**src/rtl/qpsk_pkg.sv**
```systemverilog
// Shared definitions for the QPSK transmit path: state encoding, symbol
// constants and the packed I/Q sample type.
package qpsk_pkg;

  localparam int SYMS_PER_WORD = 16;

  localparam logic [1:0] ST_IDLE     = 2'd0;
  localparam logic [1:0] ST_PREAMBLE = 2'd1;
  localparam logic [1:0] ST_DATA     = 2'd2;

  // Bit value that maps to +AMP on either axis; the opposite value maps to -AMP.
  localparam logic MAP_POS_BIT = 1'b0;

  localparam logic [1:0] PRE_SYM_A = 2'b00;
  localparam logic [1:0] PRE_SYM_B = 2'b11;

  typedef struct packed {
    logic signed [15:0] i;
    logic signed [15:0] q;
  } iq_t;

  // Symbol idx of a packed word, MSB-first: idx 0 is word[31:30].
  function automatic logic [1:0] word_dibit(input logic [31:0] word, input logic [3:0] idx);
    logic [4:0] lsb;
    lsb = 5'd30 - {idx, 1'b0};
    return word[lsb +: 2];
  endfunction

endpackage

```
**src/rtl/qpsk_symbol_map.sv**
```systemverilog
// Gray dibit to I/Q level mapper; dibit MSB drives I, LSB drives Q.
module qpsk_symbol_map
  import qpsk_pkg::*;
(
  input  logic [1:0]         dibit_i,
  input  logic signed [15:0] amp_i,
  output iq_t                iq_o
);

  assign iq_o.i = (dibit_i[1] == MAP_POS_BIT) ? amp_i : -amp_i;
  assign iq_o.q = (dibit_i[0] == MAP_POS_BIT) ? amp_i : -amp_i;

endmodule

```
**src/rtl/qpsk_mod.sv**
```systemverilog
// QPSK modulator: packed dibit words in, optional alternating preamble,
// rectangular-pulse {I,Q} samples out at SPS samples per symbol.
module qpsk_mod
  import qpsk_pkg::*;
#(
  parameter int                 SPS   = 16,
  parameter logic signed [15:0] AMP   = 16'sd11585,
  parameter int                 PRE_W = 8
) (
  input  logic             ce_clk,
  input  logic             ce_rst,
  input  logic [PRE_W-1:0] preamble_len,
  input  logic [31:0]      s_axis_tdata,
  input  logic             s_axis_tvalid,
  input  logic             s_axis_tlast,
  output logic             s_axis_tready,
  output logic [31:0]      m_axis_tdata,
  output logic             m_axis_tvalid,
  output logic             m_axis_tlast,
  input  logic             m_axis_tready
);

  localparam int             CW       = (SPS > 1) ? $clog2(SPS) : 1;
  localparam logic [CW-1:0]  SMP_LAST = CW'(SPS - 1);
  localparam logic [3:0]     SYM_LAST = 4'(SYMS_PER_WORD - 1);

  logic [1:0]       state_q,    state_d;
  logic [31:0]      word_q,     word_d;
  logic             last_q,     last_d;
  logic [31:0]      buf_q,      buf_d;
  logic             buf_last_q, buf_last_d;
  logic             buf_vld_q,  buf_vld_d;
  logic [PRE_W-1:0] pre_cnt_q,  pre_cnt_d;
  logic             pre_ph_q,   pre_ph_d;
  logic [3:0]       sym_q,      sym_d;
  logic [CW-1:0]    smp_q,      smp_d;
  logic             rdy_en_q;
  logic             tvalid_q,   tvalid_d;
  logic             tlast_q,    tlast_d;
  iq_t              tdata_q,    tdata_d;

  logic             out_hs, smp_end, word_done, s_accept;
  logic [1:0]       dibit_nxt;
  iq_t              iq_nxt;

  // No prefetch past a packet end, so preamble_len is always sampled in IDLE.
  always_comb begin
    case (state_q)
      ST_IDLE: s_axis_tready = rdy_en_q;
      ST_DATA: s_axis_tready = !buf_vld_q && !last_q;
      default: s_axis_tready = 1'b0;
    endcase
  end

  assign s_accept  = s_axis_tvalid & s_axis_tready;
  assign out_hs    = tvalid_q & m_axis_tready;
  assign smp_end   = (smp_q == SMP_LAST);
  assign word_done = out_hs & smp_end & (sym_q == SYM_LAST);

  always_comb begin
    // NOTE: every next-state signal takes its held value first so no path infers a latch.
    state_d    = state_q;
    word_d     = word_q;
    last_d     = last_q;
    buf_d      = buf_q;
    buf_last_d = buf_last_q;
    buf_vld_d  = buf_vld_q;
    pre_cnt_d  = pre_cnt_q;
    pre_ph_d   = pre_ph_q;
    sym_d      = sym_q;
    smp_d      = smp_q;
    tvalid_d   = tvalid_q;

    case (state_q)
      ST_IDLE: begin
        if (s_accept) begin
          word_d    = s_axis_tdata;
          last_d    = s_axis_tlast;
          pre_cnt_d = preamble_len;
          pre_ph_d  = 1'b0;
          sym_d     = '0;
          smp_d     = '0;
          tvalid_d  = 1'b1;
          state_d   = (preamble_len != '0) ? ST_PREAMBLE : ST_DATA;
        end
      end

      ST_PREAMBLE: begin
        if (out_hs) begin
          if (smp_end) begin
            smp_d = '0;
            if (pre_cnt_q == PRE_W'(1)) begin
              state_d = ST_DATA;
              sym_d   = '0;
            end else begin
              pre_cnt_d = pre_cnt_q - PRE_W'(1);
              pre_ph_d  = !pre_ph_q;
            end
          end else begin
            smp_d = smp_q + CW'(1);
          end
        end
      end

      ST_DATA: begin
        if (!tvalid_q) begin
          // Underrun: restart output as soon as a word shows up.
          if (s_accept) begin
            word_d   = s_axis_tdata;
            last_d   = s_axis_tlast;
            sym_d    = '0;
            smp_d    = '0;
            tvalid_d = 1'b1;
          end
        end else if (out_hs) begin
          if (smp_end) begin
            smp_d = '0;
            sym_d = sym_q + 4'd1;
            if (sym_q == SYM_LAST) begin
              if (last_q) begin
                state_d  = ST_IDLE;
                tvalid_d = 1'b0;
              end else if (buf_vld_q) begin
                word_d    = buf_q;
                last_d    = buf_last_q;
                buf_vld_d = 1'b0;
              end else if (s_accept) begin
                word_d = s_axis_tdata;
                last_d = s_axis_tlast;
              end else begin
                tvalid_d = 1'b0;
              end
            end
          end else begin
            smp_d = smp_q + CW'(1);
          end
        end

        if (s_accept && tvalid_q && !word_done) begin
          buf_d      = s_axis_tdata;
          buf_last_d = s_axis_tlast;
          buf_vld_d  = 1'b1;
        end
      end

      default: begin
        state_d  = ST_IDLE;
        tvalid_d = 1'b0;
      end
    endcase

    dibit_nxt = (state_d == ST_PREAMBLE) ? (pre_ph_d ? PRE_SYM_B : PRE_SYM_A)
                                         : word_dibit(word_d, sym_d);
    tlast_d   = tvalid_d && (state_d == ST_DATA) && last_d &&
                (sym_d == SYM_LAST) && (smp_d == SMP_LAST);
    tdata_d   = tvalid_d ? iq_nxt : tdata_q;
  end

  qpsk_symbol_map u_map (
    .dibit_i (dibit_nxt),
    .amp_i   (AMP),
    .iq_o    (iq_nxt)
  );

  // NOTE: sequential state uses non-blocking assignments so all registers update together.
  always_ff @(posedge ce_clk or negedge ce_rst) begin
    if (!ce_rst) begin
      state_q    <= ST_IDLE;
      word_q     <= '0;
      last_q     <= 1'b0;
      buf_q      <= '0;
      buf_last_q <= 1'b0;
      buf_vld_q  <= 1'b0;
      pre_cnt_q  <= '0;
      pre_ph_q   <= 1'b0;
      sym_q      <= '0;
      smp_q      <= '0;
      rdy_en_q   <= 1'b0;
      tvalid_q   <= 1'b0;
      tlast_q    <= 1'b0;
      tdata_q    <= '0;
    end else begin
      state_q    <= state_d;
      word_q     <= word_d;
      last_q     <= last_d;
      buf_q      <= buf_d;
      buf_last_q <= buf_last_d;
      buf_vld_q  <= buf_vld_d;
      pre_cnt_q  <= pre_cnt_d;
      pre_ph_q   <= pre_ph_d;
      sym_q      <= sym_d;
      smp_q      <= smp_d;
      rdy_en_q   <= 1'b1;
      tvalid_q   <= tvalid_d;
      tlast_q    <= tlast_d;
      tdata_q    <= tdata_d;
    end
  end

  assign m_axis_tvalid = tvalid_q;
  assign m_axis_tlast  = tlast_q;
  assign m_axis_tdata  = tdata_q;

endmodule
```
**config.mk**
```make
export PLATFORM = sky130hd
export DESIGN_NAME = qpsk_mod
export DESIGN_NICKNAME = d
export VERILOG_FILES = /design/src/rtl/qpsk_pkg.sv /design/src/rtl/qpsk_symbol_map.sv /design/src/rtl/qpsk_mod.sv
export SDC_FILE = /design/constraint.sdc
export NUM_CORES = 1
export LEC_CHECK = 0
export CORE_ASPECT_RATIO = 0.7
export CORE_MARGIN = 8
export CORE_UTILIZATION = 55
export CTS_BUF_LIST = sky130_fd_sc_hd__clkbuf_4 sky130_fd_sc_hd__clkbuf_8 sky130_fd_sc_hd__clkbuf_16
export DETAILED_ROUTE_END_ITERATION = 8
export PLACE_DENSITY = 0.78
export SYNTH_ARGS = -nofsm -noshare
export SYNTH_HDL_FRONTEND = slang
export SYNTH_HIERARCHICAL = 1
export SYNTH_SLANG_ARGS = --single-unit
export TNS_END_PERCENT = 1
```
**constraint.sdc**
```tcl
create_clock -name ce_clk -period 6.3 [get_ports ce_clk]
set_clock_uncertainty 0.15 [all_clocks]
set_input_delay 1.575 -clock ce_clk [delete_from_list [all_inputs] [get_ports ce_clk]]
set_output_delay 1.575 -clock ce_clk [all_outputs]
set_load 0.01 [all_outputs]
```
=== Word level (Yosys, flattened, before mapping) ===
Index checks and enable logic that the tools add are counted.

* Flip-flop bits (word level): 121
* Input bits: 45
* Output and inout bits: 35
* Word-level logic and storage cells: 130

* Add/subtract/negate cells: 4
* Equal/unequal tests: 14
* Shift operators: 1
* Muxes and demuxes: 71
* Bitwise logic cells: 4
* Reductions and logical operators: 21

{| class="wikitable"
|+ Operators by type and width
! kind !! count
|-
| $mux W32 || 7
|-
| $pmux W32 S2 || 1
|-
| $mux W4 || 11
|-
| $mux W16 || 2
|-
| $mux W8 || 4
|-
| $shiftx A32 B6 Y2 || 1
|-
| $mux W1 || 26
|-
| $mux W2 || 12
|-
| $pmux W4 S3 || 2
|-
| $eq A4 B4 Y1 const B || 4
|-
| $pmux W8 S2 || 1
|-
| $reduce_bool A2 Y1 || 5
|-
| $add A4 B1 Y4 const B || 2
|-
| $eq A8 B1 Y1 const B || 1
|-
| $ne A2 B2 Y1 const B || 4
|-
| $reduce_bool A8 Y1 || 1
|-
| $sub A8 B1 Y8 const B || 1
|-
| $logic_and A1 B1 Y1 || 7
|-
| $pmux W1 S2 || 3
|-
| $pmux W2 S3 || 1
|-
| $reduce_and A6 Y1 || 1
|-
| $reduce_and A5 Y1 || 1
|-
| $sub A5 B5 Y5 const A || 1
|-
| $and A1 B1 Y1 || 4
|-
| other kinds (7) || 12
|}

=== Depth between registers and ports, before layout ===
Gate-level depths: netlist of run 1.

* Depth in word-level cells: 16
* Depth in mapped cells: 16
* Depth with buffers taken out: 14

=== By module ===
Netlist of run 1, hierarchy kept.

{| class="wikitable"
|+ By module, submodules not included
! module !! instances !! cells each !! area each (um2) !! seq. area each (um2)
|-
| qpsk_mod || 1 || 628 || 6540.0 || 3027.9
|-
| qpsk_symbol_map || 1 || 90 || 619.3 || 0.0
|}

=== Worst setup path before layout of run 1 ===
No wires, ideal clock.

* Kind: input -> register
* From: input m_axis_tready
* To: register tdata_q, in the netlist m_axis_tdata[10]
* Arrival: 4.357 ns
* Required time: 6.025 ns
* Setup slack: 1.668 ns
* Stages on the path: 12
* Path buffers: 1
* Cell sequence: and4b_1 > and2_4 > o32ai_4 > mux2i_4 > or4_1 > nand4_1 > o211ai_1 > o211ai_1 > clkbuf_1 > nand2_1 > xnor2_1 > mux2_2

{| class="wikitable"
|+ RTL lines
! item !! RTL line !! source
|-
| start, declared || qpsk_mod.sv:20 || <nowiki>input logic m_axis_tready</nowiki>
|-
| end signal, assigned || qpsk_mod.sv:196 || <nowiki>tdata_q <= tdata_d;</nowiki>
|-
| end, declared || qpsk_mod.sv:40 || <nowiki>iq_t tdata_q, tdata_d;</nowiki>
|}

==> metrics.csv, run 1 <==
stage,metric,value,unit
min_path,Min-Delay Path Class,register to register,
pwr,Total Power,3.40,mW
die,core area,0.0129,mm²
sta,number of max-slew violations in the final report,0,
synthesis,Synth Warn #,6,
global_route,initial antenna violation count,0,
detailed_routing,vias per cell,6.07,
die,initial core utilization,0.554,
cts,post-CTS sizing,0,
cts,CTS tree,yes,
final_layout,Non-Filler Instances,1018,
die,Rows,35,
cts,# hold bufs at CTS,0,
placement,Placer Congestion,0.953,
worst_setup_path,Worst path slowest cell,o211ai_1,
die,die area,0.0170,mm²
placement,dpl ws,589,ps
die,Die Wd,152,µm
global_route,GRT Overall Usage,0.236,
cts,CTS Buffer Depth,2,
final_layout,Seq. cell area,0.00303,mm²
sta,# setup viols final,0,
synthesis,Syn Area/Cell,9.97,µm²
global_route,first-pass GRT wire length,32.6,mm
final_layout,multi-input logic area,0.00399,mm²
synthesis,asr flop ratio synth,1.00,
worst_setup_path,Worst Setup End Kind,register,
cts,CTS Buf Count,17,
sta,Slew headroom,0.236,
die,Die Y,111,µm
detailed_routing,met3 routed WL,1.50,mm
global_route,largest net degree at the start of global routing,75,
final_layout,synth-to-layout area growth,23.1,%
pwr,Max VDD drop,0.000270,V
sta,Max Freq,186,MHz
die,I/O pin count,80,
sta,RSZ-0062 raised after global routing,false,
worst_setup_path,CP cell instances,clkdlybuf4s50_1 -> nand2b_1 -> a21oi_4 -> a21oi_1 -> a221oi_1 -> nand2_1 -> o311ai_0 -> o211ai_1 -> o211ai_1 -> buf_4 -> nand2_1 -> xnor2_1 -> mux2_2,
pwr,pwr/cell area,385,mW/mm²
final_layout,"most common cell after layout, fill and taps aside",dfrtp_1,
placement,Inst Count DP,986,
final_layout,share of cells above drive strength 1,0.176,
cts,clk_lat worst skew,420,ps
sta,post-route setup TNS,0,ps
final_layout,Final #Nets,889,
cts,postcts setup bufs,0,
detailed_routing,met2 wire len,8.82,mm
sta,min Tclk post-route,5370,ps
final_layout,fillcell total,1024,
sta,part of the cycle the worst path needs,0.853,
final_layout,"Core Util, Final",0.682,
detailed_routing,DR pass1 iterations,5,
worst_setup_path,CP peak stage delay,820,ps
worst_setup_path,CP arrival,5530,ps
final_layout,most frequent cells in the layout,"dfrtp_1 (121), clkdlybuf4s50_1 (78), nand2_1 (71)",
synthesis,Gate Count Post-Synth,718,
final_layout,n_diodes,0,
run_status,outcome,"complete, no violations",
worst_setup_path,required time of the critical path,6460,ps
sta,Final WS setup,927,ps
synthesis,Synth Register Bits,121,
placement,HPWL after detailed placement,14.2,mm
cts,clock sinks,121,
sta,final hold viol count,0,
worst_setup_path,CP Class,input port to register,
cts,Root Buffer,clkbuf_16,
synthesis,"Seq/Total Area, Yosys",0.423,
detailed_routing,DR iter-0 viols,505,
detailed_routing,DR WL/cell,19.6,µm
worst_setup_path,CP Launch Type,input port,
sta,Worst-Margin Slew,1140,ps
synthesis,"Cell Area, Synth",0.00716,mm²
detailed_routing,total number of vias,6182,
cts,H-tree depth,4,
run,max_cap viols,0,
cts,clk slew on worst S/H paths,60,ps
worst_setup_path,CP max FO,15,
placement,Port-buffer cells,79,
detailed_routing,DRC,0,
detailed_routing,max layer used,met4,
detailed_routing,final wirelength,19.9,mm
detailed_routing,wire length on met1,9.31,mm
global_route,GRT overflow,0,
synthesis,Yosys cell types,82,
detailed_routing,DRT antenna net count,0,
pwr,Leakage Power,3.71,nW
synthesis,"EDFF count, synth",0,
global_route,vias in the first global route,6110,
synthesis,"Top FF cell, synth",dfrtp_1,
[state kept, by name (all words and copies together), names as in the netlist]
name and cells:
state_q 2, m_axis_tdata 32, m_axis_tvalid 1, pre_cnt_q 8, buf_vld_q 1, smp_q 4
sym_q 4, word_q 32, m_axis_tlast 1, buf_q 32, rdy_en_q 1, last_q 1
buf_last_q 1, pre_ph_q 1
[stage by stage]
step / instance area, µm² / hold slack (ps)
global placement: 8250 / 326
finish: 8820 / 344
global route: 8820 / 362
detailed placement: 8250 / 324
floorplan: 7350 / 307
CTS: 8820 / 344
[cell usage after synthesis, types with 8 or more instances]
cell	n	area (µm²)
o32ai_1	11	96.3
mux2i_1	9	90.1
xnor2_1	28	245
nand2b_1	9	56.3
a22oi_1	9	67.6
nand2_1	71	267
and3_1	17	106
mux2_2	62	698
a21oi_1	17	85.1
o21ai_0	38	190
buf_2	13	65.1
clkbuf_1	20	75.1
a31oi_1	13	81.3
nand3_1	22	110
o21a_1	8	60.1
a211oi_1	11	82.6
inv_1	18	67.6
buf_4	9	67.6
dfrtp_1	121	3030
nor2_1	51	191
nor3_1	16	80.1
[power by group]
| part | internal (mW) | switching [mW] | total (mW) |
|---|---|---|---|
| registers | 0.980 | 0.147 | 1.13 |
| clock network | 0.554 | 0.396 | 0.950 |
| logic | 0.671 | 0.647 | 1.32 |
| total | 2.20 | 1.19 | 3.40 |
[area by class of cell]
class                   instances  share of cell area
clock buffers                  18              0.0491
clock inverters                14              0.0155
inverters                      22             0.00937
multi-input cells             580               0.453
flip-flops and latches        121               0.343
well taps                     166              0.0236
repair buffers                 97               0.106
[layer usage]
layer  track usage  vias up
met4        0.0683        0
met3        0.0584       29
met1         0.330     3046
met2         0.357      258
li1              -     2849
met5             0        -
[kinds of logic after synthesis]
family / share of synthesized area
AND/OR/NAND/NOR: 0.179
AO/OA/AOI/OAI: 0.188
flip-flops: 0.423
multiplexers: 0.118
buffers and inverters: 0.0474
XOR/XNOR: 0.0343
adder cells (fa/ha/maj): 0.00874
other: 0.00105
[path summary, 6_finish.rpt]
kind                                    start              end  slack [ps]  cells past startpoint
worst min register to register     word_q[13]       word_q[13]         340                      1
worst max-delay path            s_axis_tvalid  m_axis_tdata[6]         930                     13
worst max register to register     state_q[1]  m_axis_tdata[6]        1600                     12
max in group asynchronous              ce_rst         sym_q[1]        3640                      2
worst min-delay path               word_q[13]       word_q[13]         340                      1
min in group asynchronous              ce_rst        buf_q[26]        1160                      1
[worst max-delay path: cells and delay by family]
kind,cells,cell delay [ps]
and+or+nand+nor,3,350
muxes,1,260
buffers and inverters,2,870
xor gates and xnor gates,1,120
AOI/OAI and AO/OA,6,2330
No activity file was read; power rests on OpenSTA's default activity.
==> run 2: changes to the inputs <==
- DONT_BUFFER_PORTS: unset -> 1
- PLACE_DENSITY: 0.78 -> 0.7
- TNS_END_PERCENT: 1 -> unset
==> run 2 against run 1 <==
Compared with the run above:
- worst setup slack improved by 530 ps
- core utilization fell by 6.8 points
- cell area fell by 9.9%
==> metrics.csv, run 2 (same netlist as run 1, synthesis figures left out) <==
stage,metric,value,unit
run_status,outcome,"complete, no violations",
cts,clock sinks,121,
die,die area,0.0170,mm²
final_layout,most frequent cells in the layout,"dfrtp_1 (121), nand2_1 (71), mux2_2 (62)",
cts,CTS Buffer Depth,2,
sta,hold slack final,341,ps
worst_setup_path,Critical Path Start,m_axis_tready,
die,Rows,35,
worst_setup_path,CP cell instances,nand2_4 -> nor4_4 -> o32ai_4 -> mux2i_4 -> inv_2 -> nand3_1 -> a21boi_0 -> a311o_1 -> o211ai_1 -> buf_4 -> o21ai_0 -> xnor2_1 -> mux2_2,
cts,H-tree depth,4,
die,core area,0.0129,mm²
worst_setup_path,worst r2r src,state_q[1],
worst_setup_path,CP arrival,5000,ps
sta,RSZ-0062 raised after global routing,false,
worst_setup_path,R2R Setup Slk,1500,ps
sta,Slew headroom,0.353,
sta,post-route setup TNS,0,ps
cts,CTS tree,yes,
placement,placed cell area,0.00741,mm²
worst_setup_path,reg2reg end,m_axis_tdata[24],
detailed_routing,total number of vias,5756,
placement,Port-buffer cells,0,
sta,part of the cycle the worst path needs,0.769,
global_route,largest net degree at the start of global routing,122,
die,Die Wd,152,µm
detailed_routing,final wirelength,18.6,mm
pwr,Max VDD drop,0.000283,V
sta,final hold viol count,0,
placement,dpl ws,1120,ps
cts,clk slew on worst S/H paths,60,ps
final_layout,fillcell total,1065,
worst_setup_path,Worst R2R Path Depth,13,
sta,number of max-slew violations in the final report,0,
cts,postcts setup bufs,0,
worst_setup_path,required time of the critical path,6450,ps
global_route,vias in the first global route,5659,
final_layout,multi-input logic area,0.00399,mm²
die,I/O pin count,80,
run,max_cap viols,0,
detailed_routing,DR pass1 iterations,5,
worst_setup_path,CP Launch Type,input port,
pwr,Leakage Power,3.35,nW
final_layout,Seq. cell area,0.00303,mm²
worst_setup_path,CP Depth,13,
global_route,first-pass GRT wire length,30.6,mm
worst_setup_path,Worst path slowest cell,mux2i_4,
sta,min Tclk post-route,4850,ps
final_layout,share of cells above drive strength 1,0.188,
detailed_routing,DR iter-0 viols,552,
pwr,pwr/cell area,383,mW/mm²
sta,# setup viols final,0,
detailed_routing,DR WL/cell,19.9,µm
final_layout,Non-Filler Instances,934,
global_route,initial antenna violation count,0,
worst_setup_path,worst setup path end,m_axis_tdata[24],
worst_setup_path,Worst Setup End Kind,register,
placement,Placer Congestion,0.889,
final_layout,synth-to-layout area growth,10.9,%
global_route,GRT overflow,0,
cts,# hold bufs at CTS,0,
sta,Worst-Margin Slew,970,ps
worst_setup_path,CP Class,input port to register,
detailed_routing,DRT antenna net count,0,
cts,clk_lat worst skew,410,ps
final_layout,"Core Util, Final",0.615,
detailed_routing,DRC,0,
worst_setup_path,CP peak stage delay,520,ps
cts,CTS Buf Count,17,
worst_setup_path,CP max FO,19,
sta,Max Freq,206,MHz
detailed_routing,vias per cell,6.16,
die,Die Y,111,µm
worst_setup_path,family with the most delay on the worst path,compound AO/OA/AOI/OAI gates,
cts,Root Buffer,clkbuf_16,
final_layout,"most common cell after layout, fill and taps aside",dfrtp_1,
worst_setup_path,Crit path buffers/inverters,2,
global_route,GRT Overall Usage,0.222,
placement,HPWL after detailed placement,13.0,mm
placement,Inst Count DP,902,
die,initial core utilization,0.554,
cts,post-CTS sizing,0,
sta,Final WS setup,1450,ps
pwr,Total Power,3.05,mW
final_layout,design area,0.00794,mm²
final_layout,n_diodes,0,
final_layout,Final #Nets,805,
min_path,Min-Delay Path Class,register to register,
## run 2: layout make-up
class                           count  share of cell area
Multi-Input combinational cell    580               0.503
Sequential cell                   121               0.381
Clock buffer                       20              0.0572
Tap cell                          166              0.0262
Timing Repair Buffer               13              0.0123
Inverter                           22              0.0104
Clock inverter                     12             0.00993
## run 2: power by group
group	internal [mW]	switching, mW	leakage, nW
Clock	0.517	0.351	0.250
Sequential	0.981	0.212	1.48
Combinational	0.476	0.509	1.62
Total	1.97	1.07	3.35
## run 2: worst register-to-register path: stages, from the launching register on
cell,delay [ps]
dfrtp_1,790
or3b_4,510
a211oi_1,370
o32ai_4,170
mux2i_4,520
inv_2,260
nand3_1,150
a21boi_0,120
a311o_1,340
o211ai_1,500
buf_4,300
o21ai_0,130
xnor2_1,130
mux2_2,260
## run 2: worst min path at each step
stage | startpoint | to | slack (ps) | cells after the start
floorplan | word_q[15] | word_q[15] | 310 | 1
global placement | word_q[8] | word_q[8] | 330 | 2
finish | word_q[13] | word_q[13] | 340 | 1
CTS | word_q[13] | word_q[13] | 350 | 1
detailed placement | word_q[13] | word_q[13] | 330 | 1
global route | buf_q[15] | buf_q[15] | 360 | 1
## run 2: per-layer routing
metal | vias up | global-route usage | share of wire
li1 | 2673 | - | -
met1 | 2800 | 0.308 | 0.46
met2 | 251 | 0.322 | 0.43
met3 | 32 | 0.0720 | 0.092
met4 | 0 | 0.0677 | 0.015
met5 | - | 0 | 0
==> run 3: changes to the inputs <==
- PLACE_DENSITY: 0.7 -> 0.73
- clock period: 6.3 -> 4.06 ns (I/O delays scaled with it)
==> run 3 against run 2 <==
Compared with the run above:
- power up 65%
- die area stayed put
- sequential cell count unchanged
- sequential share of layout area down 1.7 points
- core utilization up 2.9 points
- worst setup slack worse by 1300 ps
- cell count is 3.5% higher
- clock power increased by 80%
- combinational power up 66%
- highest routed layer unchanged
- global-route usage increased by 1.4 points
- clock-buffer cell count down 1
==> metrics.csv, run 3 (same netlist as run 1, synthesis figures left out) <==
stage,metric,value,unit
run_status,outcome,"complete, no violations",
final_layout,Final #Nets,838,
worst_setup_path,required time of the critical path,4220,ps
cts,clk slew on worst S/H paths,60,ps
worst_setup_path,CP Class,register to register,
cts,CTS Buf Count,17,
min_path,Min-Delay Path Class,input port to asynchronous set/reset pin,
global_route,met1 Use GR,0.315,
final_layout,most frequent cells in the layout,"dfrtp_1 (121), nand2_1 (71), mux2_2 (62)",
die,die area,0.0170,mm²
worst_setup_path,CP peak stage delay,510,ps
worst_setup_path,CP max FO,16,
sta,final hold viol count,0,
pwr,pwr/cell area,606,mW/mm²
placement,Placer Congestion,0.938,
worst_setup_path,Worst Setup End Kind,register,
worst_setup_path,CP Launch Type,register,
detailed_routing,DRC,0,
detailed_routing,total number of vias,6150,
global_route,met3 Use GR,0.0871,
sta,Max Freq,258,MHz
final_layout,synth-to-layout area growth,16.1,%
sta,part of the cycle the worst path needs,0.955,
worst_setup_path,CP arrival,4040,ps
cts,Root Buffer,clkbuf_16,
sta,min Tclk post-route,3880,ps
pwr,Leakage Power,3.56,nW
final_layout,share of cells above drive strength 1,0.221,
sta,post-route setup TNS,0,ps
cts,# hold bufs at CTS,0,
placement,placed cell area,0.00768,mm²
pwr,Max VDD drop,0.000330,V
cts,clk_lat worst skew,420,ps
final_layout,"most common cell after layout, fill and taps aside",dfrtp_1,
final_layout,design area,0.00831,mm²
worst_setup_path,CP cell instances,buf_4 -> nand2b_1 -> a21o_1 -> buf_4 -> o32ai_1 -> a211oi_1 -> nand2_1 -> nand2_1 -> a221oi_1 -> buf_4 -> o211ai_1 -> buf_4 -> o21ai_0 -> xnor2_1 -> mux2_2,
detailed_routing,DR iter-0 viols,521,
detailed_routing,final wirelength,19.9,mm
final_layout,n_diodes,0,
global_route,GRT Overall Usage,0.236,
die,initial core utilization,0.554,
sta,number of max-slew violations in the final report,0,
global_route,gr busiest metal,met2,
run,max_cap viols,0,
worst_setup_path,Worst path slowest cell,a211oi_1,
cts,H-tree depth,4,
die,I/O pin count,80,
cts,CTS Buffer Depth,2,
sta,Final WS setup,182,ps
placement,Port-buffer cells,0,
detailed_routing,DRT antenna net count,0,
sta,# setup viols final,0,
global_route,GR Util met2,0.351,
sta,RSZ-0062 raised after global routing,false,
detailed_routing,DR pass1 iterations,5,
global_route,initial antenna violation count,0,
placement,HPWL after detailed placement,14.3,mm
sta,Slew headroom,0.505,
die,Die Wd,152,µm
die,Die Y,111,µm
die,Rows,35,
global_route,vias in the first global route,5869,
global_route,GRT overflow,0,
detailed_routing,vias per cell,6.36,
pwr,Total Power,5.04,mW
worst_setup_path,most frequent CP cell,buf_4,
global_route,first-pass GRT wire length,32.1,mm
global_route,largest net degree at the start of global routing,122,
placement,dpl ws,-8.83,ps
sta,Worst-Margin Slew,742,ps
cts,CTS tree,yes,
cts,clock sinks,121,
detailed_routing,DR WL/cell,20.6,µm
die,core area,0.0129,mm²
## run 3: cell count changes in the layout (fill, tap and decap cells not counted), moves of 3 or more
cell | before | now
clkinv_2 | 5 | 0
clkinvlp_4 | 6 | 3
inv_6 | 0 | 5
buf_4 | 13 | 43
buf_12 | 0 | 3
## run 3: final cells by class
class / count / area, µm²
Timing Repair Buffer: 46 / 383
Sequential cell: 121 / 3030
Clock buffer: 19 / 453
Multi-Input combinational cell: 580 / 4000
Fill cell: 1040 / 4610
Clock inverter: 13 / 158
Inverter: 22 / 82.6
Tap cell: 166 / 208
## run 3: worst paths after layout
kind,start,endpoint,slack [ps],cells after the start
min in group ce_clk,word_q[10],word_q[10],350,1
max,state_q[0],m_axis_tdata[24],180,15
max reg2reg,state_q[0],m_axis_tdata[24],180,15
max in group asynchronous,ce_rst,pre_ph_q,3360,0
min reg2reg,word_q[10],word_q[10],350,1
min,ce_rst,buf_q[2],140,0
## run 3: power by group
part / switching, mW / leakage [nW] / internal [mW] / total [mW]
Clock: 0.605 / 0.291 / 0.955 / 1.56
Sequential: 0.324 / 1.48 / 1.52 / 1.85
Combinational: 0.844 / 1.79 / 0.787 / 1.63
## run 3: metrics by stage
| stage | utilization | cells | hold slack, ps |
|---|---|---|---|
| floorplan | - | 770 | 307 |
| global placement | 0.594 | 933 | 323 |
| detailed placement | 0.594 | 933 | 332 |
| CTS | 0.642 | 965 | 123 |
| global route | 0.643 | 967 | 116 |
| finish | 0.643 | 967 | 142 |
## run 3: worst max-delay path, delay by kind of cell, from the launching register on
| family | cells | cell delay, ps |
|---|---|---|
| buffers and inverters | 4 | 890 |
| AND/OR/NAND/NOR | 3 | 440 |
| AO/OA/AOI/OAI | 6 | 1400 |
| multiplexers | 1 | 270 |
| XOR/XNOR | 1 | 140 |
| flip-flops | 1 | 460 |
## run 3: layer usage
metal | vias up | wire, µm
met1 | 3094 | 8920
li1 | 2746 | -
met4 | 0 | 278
met3 | 24 | 2050
met2 | 286 | 8700
met5 | - | 0
## run 3: repair_timing
action | in CTS | in global routing
gates resized for setup | 0 | 1
endpoints found under the hold margin | 0 | 0
setup buffers | 0 | 2
endpoints found under the setup margin | 0 | 5
==> patch 1 (config.mk and constraints of run 2) <==
Set the parameter `SPS` to 64 (it was 16).
--- a/src/rtl/qpsk_mod.sv
+++ b/src/rtl/qpsk_mod.sv
@@ -3,7 +3,7 @@
 module qpsk_mod
   import qpsk_pkg::*;
 #(
-  parameter int                 SPS   = 16,
+  parameter int                 SPS   = 64,
   parameter logic signed [15:0] AMP   = 16'sd11585,
   parameter int                 PRE_W = 8
 ) (
Check against the original RTL: no difference found for any inputs over 4 cycles, from zero or initial values and one cycle with ce_rst low; that may be too few to reach the edited logic, so the function may still have changed.
==> patch 1 against run 2 <==
Hold slack gained 0.0056 ns. Sequential cell count rose by 2. Count of clock-buffer cells in the layout is 4 higher. Setup slack improved by 0.069 ns. Wire length grew 12%. First-iteration DRC count grew 6.9%. Synthesized area up 5.6%. Critical path depth fell by 1. Critical path type unchanged. Critical endpoint is now m_axis_tdata[2]. Design area rose by 7.1%. Highest routed layer unchanged.
Power is not compared: it rests on default switching activity, and its combinational part moved more than twofold at a synthesized area within 25%.
==> patch 1: results (changes against run 2) <==
Worst slew pin tran -> 1.12 ns (was 0.970 ns)
Crit path to -> m_axis_tdata[2] (was m_axis_tdata[24])
Htree depth -> 4 (unchanged)
Post-DP HPWL -> 14,400 um (was 13,000 um)
Final WL -> 20,700 um (was 18,600 um)
Reg2Reg Depth -> 13 (unchanged)
Crit path from -> s_axis_tvalid (was m_axis_tready)
Drt initial violations -> 590 (was 552)
Setup slack, reg-to-reg -> 2.11 ns (was 1.50 ns)
Synth top cells by count -> dfrtp_1, mux2_2, nand2_1 (was dfrtp_1, nand2_1, mux2_2)
Worst skew pair latency -> 0.42 ns
PortBufs -> 0 (unchanged)
Num CTS Buffers -> 17 (unchanged)
Largest net degree at the start of global routing -> 124 (was 122)
First-pass GRT wire length -> 33,400 um (was 30,600 um)
Register area share after synthesis -> 0.407 (was 0.423)
Setup_tns -> 0 ns (unchanged)
Adder-cell share of the synthesized area -> 0.00827 (was 0.00874)
Layout fillers -> 1,137 (was 1,065)
Slowest-stage cell, CP -> o32ai_4 (was mux2i_4)
Final net count -> 855 (was 805)
Via count -> 6,202 (was 5,756)
Antenna cells -> 0 (unchanged)
Root Driver -> clkbuf_16 (unchanged)
GRT Resource Usage Total -> 0.240 (was 0.222)
Maximum vdd ir drop -> 0.187 mV
Initial DRT Pass Iterations -> 8 (was 5)
Async set-or-reset flop fraction in the synthesized netlist -> 1.00 (unchanged)
Hold WC Path Type -> register to register (unchanged)
Top delay family on crit path -> compound AO/OA/AOI/OAI gates (unchanged)
Longest Clk Path Bufs -> 2 (unchanged)
R2r startpoint -> last_q (was state_q[1])
Compound-Gate Fraction of Synth Area -> 0.192 (was 0.188)
Post-CTS setup buffers -> 0 (unchanged)
Post-cts sizing count -> 0 (unchanged)
Critical Path Fanout Max -> 24 (was 19)
Dominant synthesized flop cell -> dfrtp_1 (unchanged)
Placer Congestion -> 0.888 (was 0.889)
Status -> finished, final reports clean (unchanged)
CP peak stage delay -> 0.54 ns (was 0.52 ns)
Synth warnings -> 6 (unchanged)
CTS clk-pin slew, worst paths -> 0.06 ns (about the same)
Yosys cell types -> 86 (was 82)
Fraction of synthesized cell area in xor and xnor cells -> 0.0336 (was 0.0343)
Leakage power -> 3.51 nW
Ranking of synthesized cells by area -> dfrtp_1, mux2_2, mux2i_1, o21ai_0, nand2_1 (was dfrtp_1, mux2_2, nand2_1, xnor2_1, nor2_1)
Proportion of synthesized area in mux cells -> 0.142 (was 0.118)
Share of layout cells above drive strength 1 -> 0.181 (was 0.188)
Initial antenna violation count -> 0 (unchanged)
[patch 1: changes by cell type after synthesis, sizes merged, moves of 6 or more]
cell and change:
a211oi -9, a21oi +13, a221oi -6, a22oi -7
and3 -9, mux2 +6, mux2i +20, nor2 -10
o21ai +18, o21bai +15, o32ai -10
[patch 1: metrics by stage]
step / setup slack, ns / hold WS [ns] / cells / utilization / cell area, um2
floorplan: 1.71 / 0.307 / 817 / - / 7760
global placement: 1.23 / 0.326 / 976 / 0.575 / 7870
detailed placement: 1.19 / 0.330 / 976 / 0.575 / 7870
global route: 1.41 / 0.363 / 1007 / 0.621 / 8500
CTS: 1.61 / 0.342 / 1007 / 0.621 / 8500
finish: 1.52 / 0.347 / 1007 / 0.621 / 8500
[patch 1: cell type report]
type / count / share of cell area
multi-input combinational: 628 / 0.513
sequential: 123 / 0.362
clock buffer: 24 / 0.0584
tap: 190 / 0.0280
clock inverter: 7 / 0.0162
timing repair buffer: 16 / 0.0141
inverter: 19 / 0.00839
[patch 1: where the power goes]
group	leakage [nW]	switching, mW	internal, mW	total (mW)
Clock	0.314	0.357	0.707	1.06
Sequential	1.46	0.0810	0.899	0.980
Combinational	1.73	0.116	0.135	0.251
[patch 1: per-layer routing]
metal  GRT usage  vias to the layer above  routed length, um
li1            -                     2837                  -
met1       0.318                     3052               9020
met2       0.361                      270               9270
met3      0.0796                       43               1920
met4      0.0874                        0                498
met5           0                        -                  0
[patch 1: worst reg2reg max path, cell delays in order, from the launching register on]
cell and delay (ns):
dfrtp_1 0.50, nand4bb_1 0.56, a21oi_4 0.50, buf_4 0.24, mux2i_1 0.18, o21ai_0 0.10, o211ai_1 0.33, o311ai_2 0.17
o32ai_1 0.41, o211ai_2 0.28, buf_4 0.26, nand2b_1 0.09, xnor2_1 0.06, mux2_2 0.25
[patch 1: kinds of logic (layout without fill, tap and decap cells)]
family,count (synthesis),count (layout)
flip-flops,123,123
other,2,54
AO/OA/AOI/OAI,204,204
XOR/XNOR,29,29
AND/OR/NAND/NOR,237,237
multiplexers,99,99
adder cells (fa/ha/maj),5,5
buffers and inverters,66,66
[patch 1: worst min-delay path by stage]
stage | to | depth (start not counted) | start
4_1_cts | word_q[24] | 1 | word_q[24]
5_1_grt | word_q[24] | 1 | word_q[24]
6_report | buf_q[11] | 1 | buf_q[11]
3_5_place_dp | word_q[24] | 1 | word_q[24]
3_3_place_gp | word_q[4] | 1 | word_q[4]
2_1_floorplan | word_q[24] | 1 | word_q[24]
==> patch 2 (config.mk and constraints of run 2) <==
Without the edit above. Take the reset off `word_q` and `buf_q` and load them in a clocked block of their own.
--- a/src/rtl/qpsk_mod.sv
+++ b/src/rtl/qpsk_mod.sv
@@ -166,9 +166,7 @@
   always_ff @(posedge ce_clk or negedge ce_rst) begin
     if (!ce_rst) begin
       state_q    <= ST_IDLE;
-      word_q     <= '0;
       last_q     <= 1'b0;
-      buf_q      <= '0;
       buf_last_q <= 1'b0;
       buf_vld_q  <= 1'b0;
       pre_cnt_q  <= '0;
@@ -181,9 +179,7 @@
       tdata_q    <= '0;
     end else begin
       state_q    <= state_d;
-      word_q     <= word_d;
       last_q     <= last_d;
-      buf_q      <= buf_d;
       buf_last_q <= buf_last_d;
       buf_vld_q  <= buf_vld_d;
       pre_cnt_q  <= pre_cnt_d;
@@ -197,6 +193,11 @@
     end
   end
 
+  always_ff @(posedge ce_clk) begin
+    word_q <= word_d;
+    buf_q  <= buf_d;
+  end
+
   assign m_axis_tvalid = tvalid_q;
   assign m_axis_tlast  = tlast_q;
   assign m_axis_tdata  = tdata_q;
Formal check against the unedited RTL: same outputs for any inputs over 10 cycles, from zero or initial values and one cycle with ce_rst low; that may be too few to reach the edited logic, so the function may still have changed.
==> patch 2 against run 2 <==
Setup slack worse by 0.038 ns. Core utilization increased by 1.6 points. Wire length grew 2.2%. Design area shrank 2.7%. Clock power increased by 25%. Sequential cell count is the same. Synthesized area down 4.8%. Power fell by 7.5%. Critical path type is now register to register.
==> patch 2: results (changes against run 2) <==
Largest net degree at the start of global routing -> 58 (was 122)
Drt initial violations -> 627 (was 552)
Synth top cells by count -> nand2_1, dfrtp_1, nor2_1 (was dfrtp_1, nand2_1, mux2_2)
Layout fillers -> 1,038 (was 1,065)
Met1 wire length -> 8110 um (was 8580 um)
Status -> finished, final reports clean (unchanged)
Register area share after synthesis -> 0.444 (was 0.423)
Met3 Wirelength -> 2150 um (was 1710 um)
Crit path DAT -> 5.03 ns (was 5.00 ns)
Dpl cells -> 867 (was 902)
Critical Path Fanout Max -> 26 (was 19)
Worst hold slack -> 0.335 ns (was 0.341 ns)
Placed instance area -> 7070 um2 (was 7410 um2)
Pint -> 1.95 mW (was 1.97 mW)
Grt met2 use -> 0.351 (was 0.322)
M3 GR Usage -> 0.0788 (was 0.0720)
GRT Resource Usage Total -> 0.240 (was 0.222)
Share of layout cells above drive strength 1 -> 0.142 (was 0.188)
Initial DRT Pass Iterations -> 6 (was 5)
Setup WS pre-CTS -> 1.34 ns (was 1.12 ns)
Wirelength per Cell -> 21.1 um (was 19.9 um)
Cell count after synthesis -> 685 (was 718)
Post-synth EDFFs -> 32 (was 0)
Met2 wire len -> 8320 um (was 8020 um)
First-pass GRT wire length -> 30,400 um (was 30,600 um)
Via count -> 5,643 (was 5,756)
Final WL -> 19,000 um (was 18,600 um)
Maximum vdd ir drop -> 0.239 mV (was 0.283 mV)
Vias in the first global route -> 5,654 (was 5,659)
Final net count -> 774 (was 805)
Hold WC Path Type -> register to register (unchanged)
Ranking of synthesized cells by area -> dfrtp_1, edfxtp_1, dfxtp_1, mux2_2, xnor2_1 (was dfrtp_1, mux2_2, nand2_1, xnor2_1, nor2_1)
M1 GR Usage -> 0.324 (was 0.308)
FMAX -> 205 MHz (was 206 MHz)
Async set-or-reset flop fraction in the synthesized netlist -> 0.471 (was 1.00)
Yosys cell types -> 83 (was 82)
Slew margin rel. -> 0.382 (was 0.353)
Leakage power -> 3.00 nW (was 3.35 nW)
Post-DP HPWL -> 13,300 um (was 13,000 um)
Placer Congestion -> 0.912 (was 0.889)
==> patch 2: area by class of cell <==
class,instances,area [um2],area share
clock inverters,14,219,0.0283
clock buffers,18,433,0.0560
inverters,21,78.8,0.0102
flip-flops and latches,121,3030,0.392
well taps,162,203,0.0262
multi-input cells,550,3670,0.475
repair buffers,13,97.6,0.0126
==> patch 2: critical path: stages (launching register included) <==
cell	delay, ns
dfrtp_1	0.72
or4b_1	0.85
a21o_1	0.50
a211oi_4	0.66
o221a_2	0.33
mux2i_1	0.08
o41ai_1	0.37
a31oi_1	0.08
a41oi_1	0.20
buf_4	0.26
o21ai_0	0.14
xnor2_1	0.14
mux2_2	0.26
==> patch 2: power by group through the flow <==
stage	sequential (mW)	combinational (mW)	clock, mW
2_1_floorplan	1.11	0.484	0
3_3_place_gp	1.16	0.547	0
3_5_place_dp	1.17	0.570	0
4_1_cts	1.16	0.572	1.09
5_1_grt	1.18	0.646	1.13
6_report	1.16	0.579	1.08
==> patch 2: logic make-up after synthesis <==
group,Yosys count,synth area share
and+or+nand+nor,215,0.164
AOI/OAI and AO/OA,194,0.213
buffers and inverters,66,0.0473
adders and majority gates,5,0.00918
muxes,54,0.0859
DFF,121,0.444
xor gates and xnor gates,28,0.0360
other,2,0.00110
==> patch 2: path summary, 6_finish.rpt <==
| kind | from | to | cells past startpoint |
|---|---|---|---|
| min in group asynchronous | ce_rst | pre_cnt_q[4] | 0 |
| max in group asynchronous | ce_rst | rdy_en_q | 0 |
| hold / removal | word_q[26] | word_q[26] | 1 |
| setup / recovery | buf_vld_q | m_axis_tdata[24] | 12 |
| setup reg to reg | buf_vld_q | m_axis_tdata[24] | 12 |
| hold reg to reg | word_q[26] | word_q[26] | 1 |
